[config.mk]
export PLATFORM = sky130hd
export DESIGN_NAME = multdiv_hazard_ctrl_flat
export DESIGN_NICKNAME = d
export VERILOG_FILES = /design/src/rtl/multdiv_hazard_ctrl_if.sv /design/src/rtl/multdiv_hazard_ctrl.sv /design/src/flat_wrapper.sv
export SDC_FILE = /design/constraint.sdc
export NUM_CORES = 1
export LEC_CHECK = 0
export CAP_MARGIN = 10
export CORE_ASPECT_RATIO = 1.5
export CORE_MARGIN = 2
export CORE_UTILIZATION = 28
export CTS_BUF_LIST = sky130_fd_sc_hd__clkbuf_2 sky130_fd_sc_hd__clkbuf_4 sky130_fd_sc_hd__clkbuf_8
export DETAILED_ROUTE_END_ITERATION = 8
export PLACE_DENSITY = 0.79
export SLEW_MARGIN = 20
export SYNTH_ARGS = -nofsm -noshare
export SYNTH_HDL_FRONTEND = slang
export SYNTH_SLANG_ARGS = --single-unit
[constraint.sdc]
create_clock -name clock -period 1.4 [get_ports clock]
set_input_delay 0.14 -clock clock [delete_from_list [all_inputs] [get_ports clock]]
set_output_delay 0.14 -clock clock [all_outputs]
set_load 0.005 [all_outputs]
[src/rtl/multdiv_hazard_ctrl_if.sv]
// Pipeline-side bundle for the mult/div hazard controller: FD/DX instructions, mult/div handshake,
// and the stall/nop/writeback-steering controls. The controller connects through the slave modport.
interface multdiv_hazard_ctrl_if;
    logic [31:0] fd_insn;
    logic [31:0] dx_insn;
    logic        md_ready;
    logic        md_exception;
    logic        ctrl_mult;
    logic        ctrl_div;
    logic        stall_fd;
    logic        stall_dx;
    logic        nop_dx;
    logic        nop_xm;
    logic        md_busy;
    logic        md_done;
    logic        md_exc_wr;
    logic [4:0]  md_rd;
    logic [31:0] md_status;

    modport master (
        output fd_insn, dx_insn, md_ready, md_exception,
        input  ctrl_mult, ctrl_div, stall_fd, stall_dx, nop_dx, nop_xm,
        input  md_busy, md_done, md_exc_wr, md_rd, md_status
    );

    modport slave (
        input  fd_insn, dx_insn, md_ready, md_exception,
        output ctrl_mult, ctrl_div, stall_fd, stall_dx, nop_dx, nop_xm,
        output md_busy, md_done, md_exc_wr, md_rd, md_status
    );
endinterface

[src/rtl/multdiv_hazard_ctrl.sv]
// DX-stage controller: sequences the multicycle mult/div unit (start pulse, freeze, result or
// exception steering into XM) and inserts a one-cycle bubble for uncovered load-use hazards.
module multdiv_hazard_ctrl #(
    parameter int unsigned MAX_CYCLES = 40,
    parameter int unsigned CNT_W      = 6,
    parameter int unsigned STATUS_MUL = 4,
    parameter int unsigned STATUS_DIV = 5
) (
    input logic                  clock,
    input logic                  reset,
    multdiv_hazard_ctrl_if.slave pipe
);
    localparam logic [4:0] OpRType = 5'b00000;
    localparam logic [4:0] OpBne   = 5'b00010;
    localparam logic [4:0] OpJr    = 5'b00100;
    localparam logic [4:0] OpAddi  = 5'b00101;
    localparam logic [4:0] OpBlt   = 5'b00110;
    localparam logic [4:0] OpSw    = 5'b00111;
    localparam logic [4:0] OpLw    = 5'b01000;
    localparam logic [4:0] AluMul  = 5'b00110;
    localparam logic [4:0] AluDiv  = 5'b00111;
    localparam logic [4:0] RegExc  = 5'd30;

    typedef enum logic [1:0] {StIdle, StBusy, StDone} state_e;

    state_e           state;
    logic [CNT_W-1:0] cnt;
    logic             op_div;
    logic [4:0]       rd;
    logic             exc;

    logic [4:0] dx_op, dx_rd, dx_aluop;
    logic [4:0] fd_op, fd_rd, fd_rs1, fd_rs2, fd_aluop;
    logic       dx_mul, dx_div, dx_md, dx_lw;
    logic       fd_rtype, fd_shift, reads_rs1, reads_rs2, reads_rd, load_use;
    logic       unused_bits;

    assign dx_op    = pipe.dx_insn[31:27];
    assign dx_rd    = pipe.dx_insn[26:22];
    assign dx_aluop = pipe.dx_insn[6:2];
    assign fd_op    = pipe.fd_insn[31:27];
    assign fd_rd    = pipe.fd_insn[26:22];
    assign fd_rs1   = pipe.fd_insn[21:17];
    assign fd_rs2   = pipe.fd_insn[16:12];
    assign fd_aluop = pipe.fd_insn[6:2];

    assign unused_bits = ^{pipe.dx_insn[21:7], pipe.dx_insn[1:0],
                           pipe.fd_insn[11:7], pipe.fd_insn[1:0]};

    assign dx_mul = (dx_op == OpRType) && (dx_aluop == AluMul);
    assign dx_div = (dx_op == OpRType) && (dx_aluop == AluDiv);
    assign dx_md  = dx_mul || dx_div;
    assign dx_lw  = (dx_op == OpLw);

    // sw data (rd) is deliberately absent: the WM bypass forwards it.
    assign fd_rtype  = (fd_op == OpRType);
    assign fd_shift  = fd_rtype && (fd_aluop[4:1] == 4'b0010);
    assign reads_rs1 = fd_rtype || (fd_op == OpAddi) || (fd_op == OpSw) || (fd_op == OpLw)
                    || (fd_op == OpBne) || (fd_op == OpBlt);
    assign reads_rs2 = fd_rtype && !fd_shift;
    assign reads_rd  = (fd_op == OpBne) || (fd_op == OpBlt) || (fd_op == OpJr);

    assign load_use = dx_lw && (dx_rd != 5'd0)
                   && ((reads_rs1 && (fd_rs1 == dx_rd))
                    || (reads_rs2 && (fd_rs2 == dx_rd))
                    || (reads_rd  && (fd_rd  == dx_rd)));

    always_ff @(posedge clock) begin
        if (reset) begin
            state  <= StIdle;
            cnt    <= '0;
            op_div <= 1'b0;
            rd     <= 5'd0;
            exc    <= 1'b0;
        end else begin
            unique case (state)
                StIdle: begin
                    if (dx_md) begin
                        state  <= StBusy;
                        cnt    <= '0;
                        op_div <= dx_div;
                        rd     <= dx_rd;
                    end
                end
                StBusy: begin
                    cnt <= cnt + CNT_W'(1);
                    // A real result outranks a coincident timeout.
                    if (pipe.md_ready) begin
                        exc   <= pipe.md_exception;
                        state <= StDone;
                    end else if (cnt == CNT_W'(MAX_CYCLES - 1)) begin
                        exc   <= 1'b1;
                        state <= StDone;
                    end
                end
                StDone:  state <= StIdle;
                default: state <= StIdle;
            endcase
        end
    end

    always_comb begin
        pipe.ctrl_mult = 1'b0;
        pipe.ctrl_div  = 1'b0;
        pipe.stall_fd  = 1'b0;
        pipe.stall_dx  = 1'b0;
        pipe.nop_dx    = 1'b0;
        pipe.nop_xm    = 1'b0;
        pipe.md_busy   = 1'b0;
        pipe.md_done   = 1'b0;
        pipe.md_exc_wr = 1'b0;
        pipe.md_rd     = 5'd0;
        pipe.md_status = 32'd0;
        if (!reset) begin
            unique case (state)
                StIdle: begin
                    if (dx_md) begin
                        pipe.ctrl_mult = dx_mul;
                        pipe.ctrl_div  = dx_div;
                        pipe.stall_fd  = 1'b1;
                        pipe.stall_dx  = 1'b1;
                        pipe.nop_xm    = 1'b1;
                        pipe.md_busy   = 1'b1;
                    end else if (load_use) begin
                        pipe.stall_fd = 1'b1;
                        pipe.nop_dx   = 1'b1;
                    end
                end
                StBusy: begin
                    pipe.stall_fd = 1'b1;
                    pipe.stall_dx = 1'b1;
                    pipe.nop_xm   = 1'b1;
                    pipe.md_busy  = 1'b1;
                end
                StDone: begin
                    pipe.md_done   = 1'b1;
                    pipe.md_exc_wr = exc;
                    pipe.md_rd     = exc ? RegExc : rd;
                    if (exc) pipe.md_status = op_div ? 32'(STATUS_DIV) : 32'(STATUS_MUL);
                end
                default: ;
            endcase
        end
    end
endmodule

[src/flat_wrapper.sv]
// flat-port wrapper written by rule: the top's interface ports become plain ports
module multdiv_hazard_ctrl_flat 
#(
    parameter int unsigned MAX_CYCLES = 40,
    parameter int unsigned CNT_W      = 6,
    parameter int unsigned STATUS_MUL = 4,
    parameter int unsigned STATUS_DIV = 5
)
  (clock, reset, pipe_fd_insn, pipe_dx_insn, pipe_md_ready, pipe_md_exception, pipe_ctrl_mult, pipe_ctrl_div, pipe_stall_fd, pipe_stall_dx, pipe_nop_dx, pipe_nop_xm, pipe_md_busy, pipe_md_done, pipe_md_exc_wr, pipe_md_rd, pipe_md_status);
  multdiv_hazard_ctrl_if pipe_i ();
  input logic clock;
  input logic reset;
  input wire logic [$bits(pipe_i.fd_insn)-1:0] pipe_fd_insn;
  input wire logic [$bits(pipe_i.dx_insn)-1:0] pipe_dx_insn;
  input wire logic [$bits(pipe_i.md_ready)-1:0] pipe_md_ready;
  input wire logic [$bits(pipe_i.md_exception)-1:0] pipe_md_exception;
  output wire logic [$bits(pipe_i.ctrl_mult)-1:0] pipe_ctrl_mult;
  output wire logic [$bits(pipe_i.ctrl_div)-1:0] pipe_ctrl_div;
  output wire logic [$bits(pipe_i.stall_fd)-1:0] pipe_stall_fd;
  output wire logic [$bits(pipe_i.stall_dx)-1:0] pipe_stall_dx;
  output wire logic [$bits(pipe_i.nop_dx)-1:0] pipe_nop_dx;
  output wire logic [$bits(pipe_i.nop_xm)-1:0] pipe_nop_xm;
  output wire logic [$bits(pipe_i.md_busy)-1:0] pipe_md_busy;
  output wire logic [$bits(pipe_i.md_done)-1:0] pipe_md_done;
  output wire logic [$bits(pipe_i.md_exc_wr)-1:0] pipe_md_exc_wr;
  output wire logic [$bits(pipe_i.md_rd)-1:0] pipe_md_rd;
  output wire logic [$bits(pipe_i.md_status)-1:0] pipe_md_status;
  assign pipe_i.fd_insn = pipe_fd_insn;
  assign pipe_i.dx_insn = pipe_dx_insn;
  assign pipe_i.md_ready = pipe_md_ready;
  assign pipe_i.md_exception = pipe_md_exception;
  assign pipe_ctrl_mult = pipe_i.ctrl_mult;
  assign pipe_ctrl_div = pipe_i.ctrl_div;
  assign pipe_stall_fd = pipe_i.stall_fd;
  assign pipe_stall_dx = pipe_i.stall_dx;
  assign pipe_nop_dx = pipe_i.nop_dx;
  assign pipe_nop_xm = pipe_i.nop_xm;
  assign pipe_md_busy = pipe_i.md_busy;
  assign pipe_md_done = pipe_i.md_done;
  assign pipe_md_exc_wr = pipe_i.md_exc_wr;
  assign pipe_md_rd = pipe_i.md_rd;
  assign pipe_md_status = pipe_i.md_status;
  multdiv_hazard_ctrl #(.MAX_CYCLES(MAX_CYCLES), .CNT_W(CNT_W), .STATUS_MUL(STATUS_MUL), .STATUS_DIV(STATUS_DIV)) u_core (.clock(clock), .reset(reset), .pipe(pipe_i));
endmodule
==> impl_metrics.json <==
{
  "outcome": "finished, violations left",
  "violations": "setup timing",
  "rr_endpoint": "u_core.cnt[5]",
  "final-max-slew-violation-count": 0,
  "clockBufferDepth": 2,
  "critPathLaunchType": "input port",
  "drtAntennaViolNets": 0,
  "fin_hold_ws_ns": 0.2373,
  "core_area_um2": 4209,
  "dr.pass1.iters": 4,
  "r2r_slack_ns": -0.01,
  "crit_path_start": "pipe_fd_insn[5]",
  "worstPathMaxFanout": 2,
  "fin_skew_ns": 0.003598,
  "critPathKind": "input port to output pin",
  "grt_max_degree": 17,
  "clkTransAtPathRegs_ns": 0.06,
  "cts_sinks": 15,
  "peakVddDrop_uv": 470.8,
  "busiest_layer": "met2",
  "fin_crit_ns": 1.608,
  "fin_ws_ns": -0.2078,
  "cts-root-buf": "clkbuf_8",
  "multi_input_area_um2": 923.4,
  "synth_flop_cell": "dfxtp_1",
  "drt-total-wl_um": 3883,
  "numCtsBuffers": 3,
  "portBuffers": 58,
  "ys_seq_elements": 15,
  "start_util_pct": 29.16,
  "overflow": 0,
  "htreeDepth": 1,
  "use_met2_pct": 30.89,
  "r2r-start": "u_core.state[1]",
  "critical_path_arrival_ns": 1.47,
  "areaGrowthSynthToFinish_pct": 78.90,
  "setup_viol": 15,
  "die_area_um2": 4940,
  "synth_edf_count": 0,
  "leakagePower_nw": 1.037,
  "power_density_nw_per_um2": 487.3,
  "max_stage_delay_ns": 0.51,
  "rsz0062_at_grt": "true",
  "first_iter_violations": 24,
  "drv_cap": 0,
  "postSynth.asyncResetShare_pct": 0,
  "hold_path.class": "input port to register",
  "grt_use_met1_pct": 14.19,
  "syn_area_um2": 1227,
  "ys_warn_count": 0,
  "nNetsFinal": 314,
  "crit_required_ns": 1.26,
  "drive_gt1_share_pct": 42.62,
  "first_global_vias": 1446,
  "grt_use_met3_pct": 4.421,
  "ios": 114,
  "num_rows": 29,
  "crit_path_top_delay_cell": "or4b_4",
  "finalCritPeriodShare_pct": 114.8,
  "dr_total_vias": 1391,
  "max_freq_mhz": 622.0,
  "wl_per_cell_um": 13.39,
  "gp_congestion": 0.8039,
  "syn_area_per_cell_um2": 8.075,
  "dp_hpwl_um": 2650,
  "antenna_found_initial": 0,
  "drc": 0,
  "hold_buffers": 0,
  "preCtsSetupSlack_ns": -1.121,
  "cp-end-kind": "output pin",
  "clkLatencyLatePin_ns": 0.25,
  "cts_tree": "built",
  "synth_cells": 152,
  "hold_viol": 0,
  "path_cells": "clkdlybuf4s15_1 > or4b_4 > nand4_1 > or4_4 > a31oi_2 > or2_1 > buf_2",
  "antennaDiodeCount": 0,
  "critPathCapture": "pipe_stall_fd",
  "fp.dieW_um": 58.06,
  "synth_cell_types": 37,
  "grt_usage_pct": 15.74,
  "vias_per_cell": 4.797,
  "grt_first_pass_wirelength_um": 6072,
  "die_h_um": 85.09,
  "reg2reg_depth": 8,
  "register_area_um2": 307.8,
  "fillers": 351,
  "ys_seq_area_share_pct": 24.46
}
-- cells in the final DEF, fill, tap and decap left out, types with 2 or more instances in the layout --
master / n
a21oi_1: 5
and2_4: 2
and3_1: 2
and3_4: 2
buf_2: 15
buf_4: 25
buf_6: 22
buf_8: 2
clkbuf_2: 2
clkbuf_8: 3
clkdlybuf4s15_1: 10
clkdlybuf4s15_2: 4
clkdlybuf4s50_1: 6
conb_1: 30
dfxtp_1: 13
dfxtp_4: 2
dlygate4sd2_1: 9
mux2i_1: 6
nand2_1: 4
nand2b_1: 2
nand4_1: 5
nor2_1: 13
nor2_4: 3
nor3_2: 4
nor3b_2: 2
o21a_1: 4
o21ai_1: 2
or4_4: 2
xnor2_1: 6
xor2_1: 9
-- stage by stage --
| stage | cell area (um2) | power, W | TNS [ns] | instances | util (%) |
|---|---|---|---|---|---|
| after floorplan | 1336 | 0.0005749 | 0 | 181 | - |
| after global placement | 1838 | 0.0006841 | -14.53 | 265 | 43.67 |
| after detailed placement | 1838 | 0.0006893 | -14.84 | 265 | 43.67 |
| after CTS | 2108 | 0.001045 | -1.035 | 290 | 50.09 |
| after global routing | 2196 | 0.001123 | -2.131 | 290 | 52.17 |
| final | 2196 | 0.001070 | -0.9494 | 290 | 52.17 |
-- state kept, by name (all words and copies together) (netlist names) --
signal and count:
u_core.rd 5, u_core.state 2, u_core.exc 1, u_core.cnt 6
u_core.op_div 1
-- how the worst min path moves through the flow --
stage | from | to | slack, ns | cells after the start
floorplan | pipe_dx_insn[2] | u_core.op_div | 0.28 | 2
global placement | u_core.cnt[1] | u_core.cnt[1] | 0.47 | 2
detailed placement | u_core.op_div | u_core.op_div | 0.48 | 2
CTS | pipe_dx_insn[23] | u_core.rd[1] | 0.25 | 4
global route | pipe_dx_insn[24] | u_core.rd[2] | 0.23 | 3
finish | pipe_dx_insn[23] | u_core.rd[1] | 0.24 | 4
-- per-layer routing --
layer / up-vias / share of wire, %
met5: - / 0
met4: 0 / 3.9
met3: 13 / 7.8
met2: 83 / 56
met1: 641 / 32
li1: 654 / -
-- power by group --
group	switching, W	total, W	internal [W]
clock network	0.000155	0.000376	0.000221
logic	0.000120	0.000270	0.000150
registers	0.000000430	0.000424	0.000423
-- cell usage after synthesis (3+ instances only) --
cell | number | share of area, %
buf_4 | 33 | 20
nor2_1 | 17 | 5.2
dfxtp_1 | 15 | 24
xor2_1 | 9 | 6.4
xnor2_1 | 7 | 5.0
a21oi_1 | 6 | 2.4
mux2i_1 | 6 | 4.9
nand4_1 | 5 | 2.5
and3_1 | 4 | 2.0
nand2_1 | 4 | 1.2
nor3_1 | 4 | 1.6
o21a_1 | 4 | 2.4
a31oi_1 | 3 | 1.5
and2_1 | 3 | 1.5
clkbuf_1 | 3 | 0.92
nor4_1 | 3 | 1.5
o21ai_0 | 3 | 1.2
-- final cells by class --
cell class / instances / share of cell area (%)
multi-input cells: 128 / 42.05
well taps: 46 / 2.621
inverters: 1 / 0.1709
repair buffers: 96 / 38.92
clock buffers: 4 / 2.222
flip-flops and latches: 15 / 14.02
-- critical path: cells and delay by family --
| kind | cells | cell delay, ns |
|---|---|---|
| and+or+nand+nor | 4 | 0.96 |
| buffers and inverters | 2 | 0.29 |
| AOI/OAI and AO/OA | 1 | 0.07 |
-- cells by family (layout without fill, tap and decap cells) --
logic type / after synthesis / count (layout) / synth area share [%]
AND/OR/NAND/NOR: 54 / 54 / 25.18
XOR/XNOR: 16 / 16 / 11.42
AO/OA/AOI/OAI: 21 / 21 / 10.91
adder cells (fa/ha/maj): 1 / 1 / 1.019
buffers and inverters: 38 / 101 / 21.81
multiplexers: 6 / 6 / 4.893
flip-flops: 15 / 15 / 24.46
other: 1 / 30 / 0.3055
-- what timing repair did --
item                                    CTS  global route
setup buffers                            22             3
pin swaps                                29            18
endpoints found under the setup margin   29            25
resized for setup                       186            31
(Power assumes the default switching activity.)
==> RTL edit 1 (same flow settings) <==
`CNT_W` is set to 6 in 2 places; all go to 8.
--- a/src/rtl/multdiv_hazard_ctrl.sv
+++ b/src/rtl/multdiv_hazard_ctrl.sv
@@ -3,5 +3,5 @@
 module multdiv_hazard_ctrl #(
     parameter int unsigned MAX_CYCLES = 40,
-    parameter int unsigned CNT_W      = 6,
+    parameter int unsigned CNT_W      = 8,
     parameter int unsigned STATUS_MUL = 4,
     parameter int unsigned STATUS_DIV = 5
--- a/src/flat_wrapper.sv
+++ b/src/flat_wrapper.sv
@@ -3,5 +3,5 @@
 #(
     parameter int unsigned MAX_CYCLES = 40,
-    parameter int unsigned CNT_W      = 6,
+    parameter int unsigned CNT_W      = 8,
     parameter int unsigned STATUS_MUL = 4,
     parameter int unsigned STATUS_DIV = 5
Formal check against the unedited RTL: same outputs for any inputs over 10 cycles, from zero or initial values and one cycle with reset high; that may be too few to reach the edited logic, so the function may still have changed.
==> RTL edit 1 against the original RTL <==
Sequential cell count increased by 2; critical path depth is the same; non-clock buffer count increased by 6; the run still ends with setup timing left; setup slack worse by 81 ps; synthesized area is 12% higher; first-iteration DRC count is 140% higher; via count increased by 11%; cell count grew 16%; routed wire length is 22% higher; total power up 9.7%; critical path type unchanged; clock power up 3%; largest power group unchanged; design area rose by 12%; combinational power grew 13%.
==> RTL edit 1: results (changes against the original RTL) <==
- **internal power** 873 uW, +9.9%
- **count of state elements after synthesis** 17, +2
- **registers with the highest flip-flop counts** u_core.cnt (8), u_core.rd (5), u_core.state (2)
- **CP Data Arrival Time** 1550 ps, +80 ps
- **fraction of final layout cells sized beyond drive strength 1** 48.0%, +5.3 points
- **status** complete, but fails checks
- **non-clock buffer contribution to total cell area** 35.6%, -3.3 points
- **Buffers excl. clock** 102, +6.3%
- **largest net degree at the start of global routing** 16, -1
- **buffers inserted by post-CTS timing repair** 19, -14%
- **count of multi-input combinational gates** 143, +12%
- **fraction of the yosys area taken by sequential cells** 24.7%, +0.22 points
- **cells on worst reg2reg path** 4, -4
- **leakage power** 0.00109 uW, +5.3%
- **layout inverter count without the clock tree** 3, +2
- **GPL Wtd Cong** 0.833, +3.7%
- **cell count after synthesis** 172, +13%
- **XOR/XNOR share of the synthesized area** 9.53%, -1.9 points
- **Worst Hold Slack** 252 ps, +14.9 ps
- **violated checks** setup timing
- **Min-Delay Endpoint** u_core.rd[4]$_SDFFE_PP0P_
- **wire length of the first global-routing pass** 6980 um, +15%
- **Detail Placement HPWL** 3210 um, +21%
- **r2r setup slk** -60 ps, -50 ps
- **portion of netlist area occupied by mux cells** 3.63%, -1.3 points
- **violation count after the first detailed-routing iteration** 57, +140%
- **least setup slack across all paths after layout** -288 ps, -80.6 ps
- **Avg WL per Cell** 14.1 um, +5.5%
- **synth cell count leaders** 33 x buf_4, 22 x nor2_1, 17 x dfxtp_1
- **number of failing setup endpoints in the final timing report** 10, -5
- **hold path startpoint** pipe_dx_insn[26]
- **Cells after DPL** 313, +18%
- **via count** 1547, +11%
- **area fraction of clock buffers and clock inverters** 1.98%, -0.24 points
- **compound-cell area share of the yosys netlist** 13.7%, +2.8 points
## RTL edit 1: kinds of logic (layout without fill, tap and decap cells)
| group | after synthesis | after routing |
|---|---|---|
| flip-flops | 17 | 17 |
| adder cells (fa/ha/maj) | 1 | 1 |
| other | 1 | 30 |
| XOR/XNOR | 15 | 15 |
| buffers and inverters | 41 | 109 |
| multiplexers | 5 | 5 |
| AO/OA/AOI/OAI | 29 | 29 |
| AND/OR/NAND/NOR | 63 | 63 |
## RTL edit 1: layer usage
layer	track usage (%)	part of all wire, %	vias up
met3	5.04	7.3	13
li1	-	-	732
met1	15.2	32	730
met5	0	0	-
met4	9.96	3.2	0
met2	29.7	58	72
## RTL edit 1: power groups by stage
stage	combinational, uW	clock (uW)	sequential, uW
2_1_floorplan	144	0	495
3_3_place_gp	269	0	495
3_5_place_dp	272	0	495
4_1_cts	280	394	482
5_1_grt	331	419	482
6_report	305	386	482
==> RTL edit 2 (same flow settings) <==
Made on the original files. Re-encode `state_e` (3 states) as one-hot, 3 bits wide.
--- a/src/rtl/multdiv_hazard_ctrl.sv
+++ b/src/rtl/multdiv_hazard_ctrl.sv
@@ -22,5 +22,5 @@
     localparam logic [4:0] RegExc  = 5'd30;
 
-    typedef enum logic [1:0] {StIdle, StBusy, StDone} state_e;
+    typedef enum logic [2:0] {StIdle = 3'b001, StBusy = 3'b010, StDone = 3'b100} state_e;
 
     state_e           state;
Function: same outputs for any inputs over 10 cycles, from zero or initial values and one cycle with reset high; not proved beyond that.
==> RTL edit 2 against the original RTL <==
The run still ends with setup timing left; design area is 3.4% higher; synthesized area is 5.7% higher; routed wire length is 0.21% lower; first-iteration DRC count is 96% higher; sequential power is 7.5% higher; global-route usage is 0.91 points lower; sequential cell count is 1 higher; non-clock buffer count is 1 higher; combinational power is 6% lower; total power is 4.0% higher; setup slack worse by 61 ps; critical endpoint is now pipe_md_rd[0]; largest cell class unchanged; highest routed layer unchanged.
==> RTL edit 2: results (changes against the original RTL) <==
- **status** complete, but fails checks
- **violated checks** setup timing
- **Clock transition at path regs** 60 ps, about the same
- **amount of wire on met2 after detailed routing** 2100 um, -4.1%
- **least setup slack across all paths after layout** -269 ps, -61.3 ps
- **largest delay contributor family on the critical path** buffers and inverters
- **root cell of the clock tree** clkbuf_8
- **Met1 Routed Length** 1410 um, +13%
- **number of failing setup endpoints in the final timing report** 26, +11
- **# H-tree levels** 1, unchanged
- **asr flop ratio synth** 0%, unchanged
- **cell with the biggest individual delay on the critical path** dfxtp_2
- **Met3 Routed Length** 220 um, -27%
- **violation count after the first detailed-routing iteration** 47, +96%
- **max layer used** met4
- **global-route track usage on met2** 26.9%, -4.0 points
- **synth cell count leaders** 33 x buf_4, 16 x dfxtp_1, 13 x nor2_1
- **area of placed instances** 1940 um^2, +5.4%
- **Comb group** 253 uW, -6%
- **number of fill cells in the layout** 418, +19%
- **Top reg by flops** u_core.cnt
- **number of distinct library cells after synthesis** 40, +8.1%
- **number of buffers inserted during clock tree synthesis** 3, unchanged
- **GPL Wtd Cong** 0.775, -3.6%
- **yosys warns** 0, unchanged
- **Max rail drop VDD** 0.363 mV, -23%
- **Crit path largest cell delay** 340 ps, -170 ps
- **number of antenna violations at the first check in global routing** 0, unchanged
- **GRT Total Usage** 14.8%, -0.91 points
- **Fin Clk Skew** 1.91 ps, -1.68 ps
- **post-cts gate resize count** 173, -7.0%
- **registers with the highest flip-flop counts** u_core.cnt (6), u_core.rd (5), u_core.state (3)
- **largest net degree at the start of global routing** 13, -4
- **CP Data Arrival Time** 1530 ps, +60 ps
- **met3 Use GR** 0.743%, -3.7 points
- **Bufs on Longest Clock Path** 2, unchanged
- **total detailed-routing wirelength** 3880 um, -0.21%
- **switching power** 274 uW, -0.35%
- **Worst-Skew Late Latency** 250 ps, about the same
- **Max FO, Critical Path** 5, +3
- **power density over the cells** 490 nW/um^2, +0.58%
- **biggest area contributors in the synthesized netlist** dfxtp_1 25%, buf_4 19%, xnor2_1 7.4%
- **leakage power** 0.00101 uW, -2.9%
- **Nets** 315, +0.32%
- **sequential group power** 456 uW, +7.5%
- **grt met1 use** 16.5%, +2.4 points
- **fraction of the yosys area taken by sequential cells** 24.7%, +0.22 points
- **worst min path class** in -> reg
- **wire length of the first global-routing pass** 5950 um, -2.1%
- **antenna diode count** 0, unchanged
- **Detail Placement HPWL** 2720 um, +2.8%
- **Port Buffer Count** 58, unchanged
- **fraction of final layout cells sized beyond drive strength 1** 42.0%, -0.58 points
- **buffers inserted by post-CTS timing repair** 14, -36%
- **ratio of routed vias to standard cells** 4.62, -3.7%
-- RTL edit 2: final timing paths --
check                               startpoint                          to  slack, ps  cells past startpoint
setup / recovery  u_core.state[1]$_SDFFE_PP0P_               pipe_md_rd[0]       -270                      6
hold / removal                pipe_dx_insn[23]   u_core.rd[1]$_SDFFE_PP0P_        280                      4
setup reg to reg  u_core.state[1]$_SDFFE_PP0P_  u_core.cnt[5]$_SDFFE_PP0P_       -110                      6
hold reg to reg      u_core.rd[0]$_SDFFE_PP0P_   u_core.rd[0]$_SDFFE_PP0P_        500                      2
-- RTL edit 2: kinds of logic (layout without fill, tap and decap cells) --
group                      Yosys count  in the layout  synth area share (%)
adders and majority gates            1              1                 0.964
xor gates and xnor gates            19             19                  12.8
buffers and inverters               40            103                  21.8
and+or+nand+nor                     55             55                  27.0
AOI/OAI and AO/OA                   15             15                  7.81
other                                1             30                 0.289
DFF                                 16             16                  24.7
muxes                                6              6                  4.63
-- RTL edit 2: per-stage QoR --
step	hold WS [ps]	setup WS (ps)	TNS (ps)	cells
2_1_floorplan	287	8.97	0	182
3_3_place_gp	473	-1050	-15800	271
3_5_place_dp	484	-1090	-16580	271
4_1_cts	276	-246	-3320	290
5_1_grt	308	-345	-5820	293
6_report	278	-269	-3930	293
-- RTL edit 2: cell type report --
type / instances / area, um^2 / share of cell area, %
Clock buffer: 4 / 55.1 / 2.42
Inverter: 2 / 7.51 / 0.331
Multi-Input combinational cell: 126 / 1010 / 44.4
Sequential cell: 16 / 324 / 14.3
Tap cell: 48 / 60.1 / 2.64
Timing Repair Buffer: 97 / 816 / 35.9
-- RTL edit 2: worst register-to-register path, cell delays in order, from the launching register on --
cell and delay (ps):
dfxtp_2 350, buf_6 120, buf_4 100, nor3b_4 210
nand4_2 130, or3_4 350, a211oi_2 180
